===== src/rtl/mcu_pkg.sv =====
// Shared encodings for the multicycle MIPS control unit: opcodes, FSM states,
// ALU/source select codes and error codes.
package mcu_pkg;

   localparam logic [5:0] OP_RTYPE = 6'b000000;
   localparam logic [5:0] OP_LW    = 6'b100011;
   localparam logic [5:0] OP_SW    = 6'b101011;
   localparam logic [5:0] OP_BEQ   = 6'b000100;
   localparam logic [5:0] OP_ADDI  = 6'b001000;
   localparam logic [5:0] OP_J     = 6'b000010;

   typedef enum logic [3:0] {
      S_IDLE   = 4'd0,
      S_FETCH  = 4'd1,
      S_DECODE = 4'd2,
      S_MEMADR = 4'd3,
      S_MEMRD  = 4'd4,
      S_MEMWB  = 4'd5,
      S_MEMWR  = 4'd6,
      S_EXEC   = 4'd7,
      S_RWB    = 4'd8,
      S_BRANCH = 4'd9,
      S_ADDIEX = 4'd10,
      S_ADDIWB = 4'd11,
      S_JUMP   = 4'd12,
      S_ERROR  = 4'd15
   } state_t;

   localparam logic [1:0] ALU_FUNCT = 2'b00;
   localparam logic [1:0] ALU_SUB   = 2'b01;
   localparam logic [1:0] ALU_ADD   = 2'b11;

   localparam logic [1:0] SRCB_REGB  = 2'b00;
   localparam logic [1:0] SRCB_FOUR  = 2'b01;
   localparam logic [1:0] SRCB_IMM   = 2'b10;
   localparam logic [1:0] SRCB_IMMSH = 2'b11;

   localparam logic [1:0] PC_ALU    = 2'b00;
   localparam logic [1:0] PC_ALUOUT = 2'b01;
   localparam logic [1:0] PC_JUMP   = 2'b10;

   localparam logic [1:0] ERR_NONE    = 2'b00;
   localparam logic [1:0] ERR_ILLEGAL = 2'b01;
   localparam logic [1:0] ERR_TIMEOUT = 2'b10;

   // States that wait on the memory-ready handshake and run the stall counter.
   function automatic logic is_mem_state(input state_t s);
      return (s == S_FETCH) || (s == S_MEMRD) || (s == S_MEMWR);
   endfunction

endpackage


===== src/rtl/mcu_output_decode.sv =====
// Combinational state -> datapath control decode for the multicycle control unit.
module mcu_output_decode
   import mcu_pkg::*;
(
   input  state_t     i_state,
   input  logic       i_mem_ready,
   input  logic       i_zero,
   output logic       o_pc_write,
   output logic       o_pc_write_cond,
   output logic       o_i_or_d,
   output logic       o_mem_read,
   output logic       o_mem_write,
   output logic       o_ir_write,
   output logic       o_mem_to_reg,
   output logic       o_reg_dst,
   output logic       o_reg_write,
   output logic       o_alu_src_a,
   output logic [1:0] o_alu_src_b,
   output logic [1:0] o_alu_op,
   output logic [1:0] o_pc_src,
   output logic       o_pc_en,
   output logic       o_halted
);

   always_comb begin
      o_pc_write      = 1'b0;
      o_pc_write_cond = 1'b0;
      o_i_or_d        = 1'b0;
      o_mem_read      = 1'b0;
      o_mem_write     = 1'b0;
      o_ir_write      = 1'b0;
      o_mem_to_reg    = 1'b0;
      o_reg_dst       = 1'b0;
      o_reg_write     = 1'b0;
      o_alu_src_a     = 1'b0;
      o_alu_src_b     = SRCB_REGB;
      o_alu_op        = ALU_FUNCT;
      o_pc_src        = PC_ALU;
      case (i_state)
         // PC+4 and the IR load only commit once the fetch completes.
         S_FETCH: begin
            o_mem_read  = 1'b1;
            o_alu_src_b = SRCB_FOUR;
            o_alu_op    = ALU_ADD;
            o_ir_write  = i_mem_ready;
            o_pc_write  = i_mem_ready;
         end
         S_DECODE: begin
            o_alu_src_b = SRCB_IMMSH;
            o_alu_op    = ALU_ADD;
         end
         S_MEMADR, S_ADDIEX: begin
            o_alu_src_a = 1'b1;
            o_alu_src_b = SRCB_IMM;
            o_alu_op    = ALU_ADD;
         end
         S_MEMRD: begin
            o_mem_read = 1'b1;
            o_i_or_d   = 1'b1;
         end
         S_MEMWR: begin
            o_mem_write = 1'b1;
            o_i_or_d    = 1'b1;
         end
         S_MEMWB: begin
            o_reg_write  = 1'b1;
            o_mem_to_reg = 1'b1;
         end
         S_ADDIWB: o_reg_write = 1'b1;
         S_EXEC: begin
            o_alu_src_a = 1'b1;
            o_alu_op    = ALU_FUNCT;
         end
         S_RWB: begin
            o_reg_dst   = 1'b1;
            o_reg_write = 1'b1;
         end
         S_BRANCH: begin
            o_alu_src_a     = 1'b1;
            o_alu_op        = ALU_SUB;
            o_pc_write_cond = 1'b1;
            o_pc_src        = PC_ALUOUT;
         end
         S_JUMP: begin
            o_pc_write = 1'b1;
            o_pc_src   = PC_JUMP;
         end
         default: ;
      endcase
   end

   assign o_pc_en  = o_pc_write | (o_pc_write_cond & i_zero);
   assign o_halted = (i_state == S_ERROR);

endmodule


===== src/rtl/multicycle_control_unit.sv =====
// Multicycle MIPS control FSM with memory-stall timeout, error halt and retired counter.
// Define MCU_JUMP_EN to decode opcode 000010 as J; otherwise it is an illegal opcode.
module multicycle_control_unit
   import mcu_pkg::*;
#(
   parameter int TIMEOUT_W = 4,
   parameter int CNT_W     = 32
) (
   input  logic             clk,
   input  logic             rst_n,
   input  logic             run,
   input  logic [5:0]       opcode,
   input  logic             zero,
   input  logic             mem_ready,
   output logic             pc_write,
   output logic             pc_write_cond,
   output logic             i_or_d,
   output logic             mem_read,
   output logic             mem_write,
   output logic             ir_write,
   output logic             mem_to_reg,
   output logic             reg_dst,
   output logic             reg_write,
   output logic             alu_src_a,
   output logic [1:0]       alu_src_b,
   output logic [1:0]       alu_op,
   output logic [1:0]       pc_src,
   output logic             pc_en,
   output logic             halted,
   output logic [1:0]       err_code,
   output logic [3:0]       state,
   output logic [CNT_W-1:0] retired
);

   localparam logic [TIMEOUT_W-1:0] STALL_LIMIT = '1;

   state_t                 r_state;
   state_t                 w_next;
   logic [TIMEOUT_W-1:0]   r_stall;
   logic [1:0]             r_err;
   logic [CNT_W-1:0]       r_retired;
   logic                   w_retire;
   logic                   w_stalling;
   logic                   w_timeout;
   logic                   w_err_load;
   logic [1:0]             w_err_val;

   // A ready cycle never stalls, so mem_ready=1 always beats the timeout.
   assign w_stalling = is_mem_state(r_state) && !mem_ready;
   assign w_timeout  = w_stalling && (r_stall == STALL_LIMIT);

   always_comb begin
      w_next     = r_state;
      w_retire   = 1'b0;
      w_err_load = 1'b0;
      w_err_val  = ERR_NONE;
      if (w_timeout) begin
         w_next     = S_ERROR;
         w_err_load = 1'b1;
         w_err_val  = ERR_TIMEOUT;
      end else begin
         case (r_state)
            S_IDLE:   if (run) w_next = S_FETCH;
            S_FETCH:  if (mem_ready) w_next = S_DECODE;
            S_DECODE: begin
               case (opcode)
                  OP_RTYPE:     w_next = S_EXEC;
                  OP_LW, OP_SW: w_next = S_MEMADR;
                  OP_BEQ:       w_next = S_BRANCH;
                  OP_ADDI:      w_next = S_ADDIEX;
`ifdef MCU_JUMP_EN
                  OP_J:         w_next = S_JUMP;
`else
                  OP_J: begin
                     w_next     = S_ERROR;
                     w_err_load = 1'b1;
                     w_err_val  = ERR_ILLEGAL;
                  end
`endif
                  default: begin
                     w_next     = S_ERROR;
                     w_err_load = 1'b1;
                     w_err_val  = ERR_ILLEGAL;
                  end
               endcase
            end
            S_MEMADR: w_next = (opcode == OP_SW) ? S_MEMWR : S_MEMRD;
            S_MEMRD:  if (mem_ready) w_next = S_MEMWB;
            S_MEMWR:  if (mem_ready) w_retire = 1'b1;
            S_EXEC:   w_next = S_RWB;
            S_ADDIEX: w_next = S_ADDIWB;
            S_MEMWB, S_RWB, S_BRANCH, S_ADDIWB, S_JUMP: w_retire = 1'b1;
            S_ERROR:  w_next = S_ERROR;
            default:  w_next = S_IDLE;
         endcase
         if (w_retire) w_next = run ? S_FETCH : S_IDLE;
      end
   end

   always_ff @(posedge clk or negedge rst_n) begin
      if (!rst_n) begin
         r_state   <= S_IDLE;
         r_stall   <= '0;
         r_err     <= ERR_NONE;
         r_retired <= '0;
      end else begin
         r_state <= w_next;
         r_stall <= w_stalling ? r_stall + TIMEOUT_W'(1) : '0;
         if (w_err_load) r_err <= w_err_val;
         if (w_retire) r_retired <= r_retired + CNT_W'(1);
      end
   end

   mcu_output_decode u_decode (
      .i_state        (r_state),
      .i_mem_ready    (mem_ready),
      .i_zero         (zero),
      .o_pc_write     (pc_write),
      .o_pc_write_cond(pc_write_cond),
      .o_i_or_d       (i_or_d),
      .o_mem_read     (mem_read),
      .o_mem_write    (mem_write),
      .o_ir_write     (ir_write),
      .o_mem_to_reg   (mem_to_reg),
      .o_reg_dst      (reg_dst),
      .o_reg_write    (reg_write),
      .o_alu_src_a    (alu_src_a),
      .o_alu_src_b    (alu_src_b),
      .o_alu_op       (alu_op),
      .o_pc_src       (pc_src),
      .o_pc_en        (pc_en),
      .o_halted       (halted)
   );

   assign state    = r_state;
   assign err_code = r_err;
   assign retired  = r_retired;

endmodule


===== config.mk =====
export PLATFORM = sky130hd
export DESIGN_NAME = multicycle_control_unit
export DESIGN_NICKNAME = d
export VERILOG_FILES = /design/src/rtl/mcu_pkg.sv /design/src/rtl/mcu_output_decode.sv /design/src/rtl/multicycle_control_unit.sv
export SDC_FILE = /design/constraint.sdc
export NUM_CORES = 1
export LEC_CHECK = 0
export CAP_MARGIN = 20
export CELL_PAD_IN_SITES_DETAIL_PLACEMENT = 1
export CELL_PAD_IN_SITES_GLOBAL_PLACEMENT = 2
export CORE_UTILIZATION = 29
export CTS_CLUSTER_DIAMETER = 40
export DETAILED_ROUTE_END_ITERATION = 6
export PLACE_DENSITY = 0.86
export SLEW_MARGIN = 15
export SYNTH_ARGS = -nofsm -noshare
export SYNTH_HDL_FRONTEND = slang
export SYNTH_SLANG_ARGS = --single-unit

===== constraint.sdc =====
create_clock -name clk -period 1.9 [get_ports clk]
set_input_delay 0.285 -clock clk [delete_from_list [all_inputs] [get_ports clk]]
set_output_delay 0.285 -clock clk [all_outputs]
set_load 0.02 [all_outputs]

==> out/metrics.cfg <==
[outcome]
status = finished clean

[critical_path]
cp-startpoint = state[3]$_DFFE_PN0P_
cp.required_ns = 1.62
setup.worst_path.start_class = register
r2r_end = retired[24]$_DFFE_PN0P_
cp_max_fo = 6
setup.worst_path.class = reg2out
r2r-start = state[3]$_DFFE_PN0P_
cp.arrival_ns = 1.58
crit_end = alu_src_a
rr_worst_depth = 7
critPathCaptureType = output port
rrSetupSlack_ns = 0.07

[timing]
fmax_mhz = 537.0
finalCritPeriodShare = 0.9801
final.min_clock_period_ns = 1.862
hold_viol_final = 0
grt_setup_unrepaired = yes
worst_slew_pin_slew_ns = 0.5235
slew_violations = 0
max_slew_margin = 0.6510
setup_viol = 0
holdWs_ns = 0.04084
skew_ns = 0.008292

[floorplanning]
num_rows = 32
die_h_um = 92.23
core_um2 = 7807
die_x_um = 92.23
floorplan.initialDensity = 0.3024
die-area_um2 = 8506
io_pins = 67

[synth]
ys_seq_area_frac = 0.4452
synthArstFlopShare = 1.000
syn_inst = 246
synth_area_um2 = 2361
ys_types = 46
synth_edf_count = 0
ys_top_cells_by_area = dfrtp_1 45%, xnor2_1 8.2%, xor2_1 4.5%, nand3_1 3.2%, nand4_1 3.2%
synth_flop_cell = dfrtp_1
yosys.area.top_type = dfrtp_1
ys_seq_elements = 42
yosysWarnings = 0
synth_top_area_frac = 0.4452
syn_nets = 259
syn_area_per_cell_um2 = 9.598

[layout]
syn_to_final_growth_pct = 55.64
final_core_util = 0.4707
drive_above_1_share = 0.2784
final_net_count = 364
layout_common_cells = 44 x clkdlybuf4s50_1, 38 x dfrtp_1, 35 x buf_4
diodes = 0
final_cells = 454
layout_commonest_cell = clkdlybuf4s50_1

[drt]
drt-initial-drc-count = 67
wl_per_cell_um = 14.43
dr.pass1.iters = 4
wl_um = 6549
drc = 0
vias = 2225
avgViaCountPerCell = 4.901
ant_nets = 0

[clock_tree]
cts.htree.levels = 2
cts-root-buf = clkbuf_8
ctsLongestPathBuffers = 2
clk_pin_slew_worst_paths_ns = 0.08
numClockSinks = 42
hold_buffers = 0
clk_latency_ns = 0.30
cts_buffers = 5
tritoncts = built

[placed_design]
dp.final_hpwl_um = 4808
port_buffers = 66
place_inst = 440
routabilityCongestion = 0.7357

[grt]
grt.total_usage = 0.1565
grt_overflow = 0
antenna_found_initial = 0
grt_max_degree = 43
grt_pass1_wl_um = 10770
grt_pass1_vias = 2224

[pwr]
p_leak_nw = 1.700
power.total_mw = 4.752
powerDensity_nw_per_um2 = 1293
ir_drop_v = 0.0004521

[run]
drv_cap = 0

[hold_path]
hold_path_class = in2async

flip-flops by register name, indices dropped and copies added, names as in the netlist:
register	cells
retired	32
r_stall	4
state	4
err_code	2
kinds of logic after synthesis:
group,synth area share
buffers and inverters,0.03074
and+or+nand+nor,0.2894
adders and majority gates,0.01060
DFF,0.4452
AOI/OAI and AO/OA,0.08903
xor gates and xnor gates,0.1261
muxes,0.009009
layer usage:
layer / routed length (um) / GRT usage
met5: 0 / 0
met3: 156 / 0.02985
met4: 50 / 0.02995
met1: 3063 / 0.2121
met2: 3278 / 0.2606
power by group:
group          internal, mW  switching (mW)  leakage [nW]
Combinational          1.28            1.39          1.08
Clock                 0.560           0.311        0.0714
Sequential             1.04           0.164         0.548
Total                  2.89            1.86          1.70
through the flow:
step | setup slack (ns) | TNS, ns | instance area, um^2
final | 0.03776 | 0 | 3675
after global routing | -0.05052 | -0.2727 | 3675
after CTS | -0.1113 | -0.1113 | 3557
after detailed placement | -0.2796 | -4.702 | 3395
after global placement | -0.2412 | -3.299 | 3395
after floorplan | -0.04893 | -0.04893 | 2387
critical path, cell delays in order, from the launching register on:
cell and delay, ns:
dfrtp_2 0.46, buf_4 0.16, nand2b_4 0.13, o21ai_0 0.09, a21o_1 0.18, clkdlybuf4s15_2 0.25
layout make-up:
cell class,count,area [um^2]
fill,902,4133
clock buffer,6,82.58
clock inverter,2,60.06
inverter,5,18.77
tap,102,127.6
multi-input combinational,188,1355
timing repair buffer,109,974.7
sequential,42,1056
Yosys cell counts, types with 2 or more instances:
cell type	instances
a211oi_1	2
a21o_1	4
a21oi_1	6
and3_1	8
clkbuf_1	7
dfrtp_1	42
ha_1	2
inv_1	5
nand2_1	17
nand2b_1	9
nand3_1	15
nand4_1	12
nand4b_1	2
nor2_1	19
nor3_1	14
nor3_2	4
nor3b_1	2
nor4_4	2
o21ai_0	11
o31a_1	2
or2_2	3
or3_1	2
xnor2_1	22
xor2_1	12
timing repair:
action	CTS	global route
gates cloned	0	0
buffers inserted	1	5
setup endpoints to repair	32	34
pin swaps	0	5
resized for setup	49	41
worst min path at each step:
stage,from,slack (ns),endpoint,cells past startpoint
after floorplan,rst_n,-0.01,err_code[0]$_DFFE_PN0P_,0
after global placement,rst_n,0.38,retired[21]$_DFFE_PN0P_,2
after detailed placement,rst_n,0.39,retired[21]$_DFFE_PN0P_,2
after CTS,rst_n,0.06,retired[11]$_DFFE_PN0P_,2
after global routing,rst_n,0.08,retired[11]$_DFFE_PN0P_,2
final,rst_n,0.04,retired[11]$_DFFE_PN0P_,2
Power figures use the tool's default switching activity.
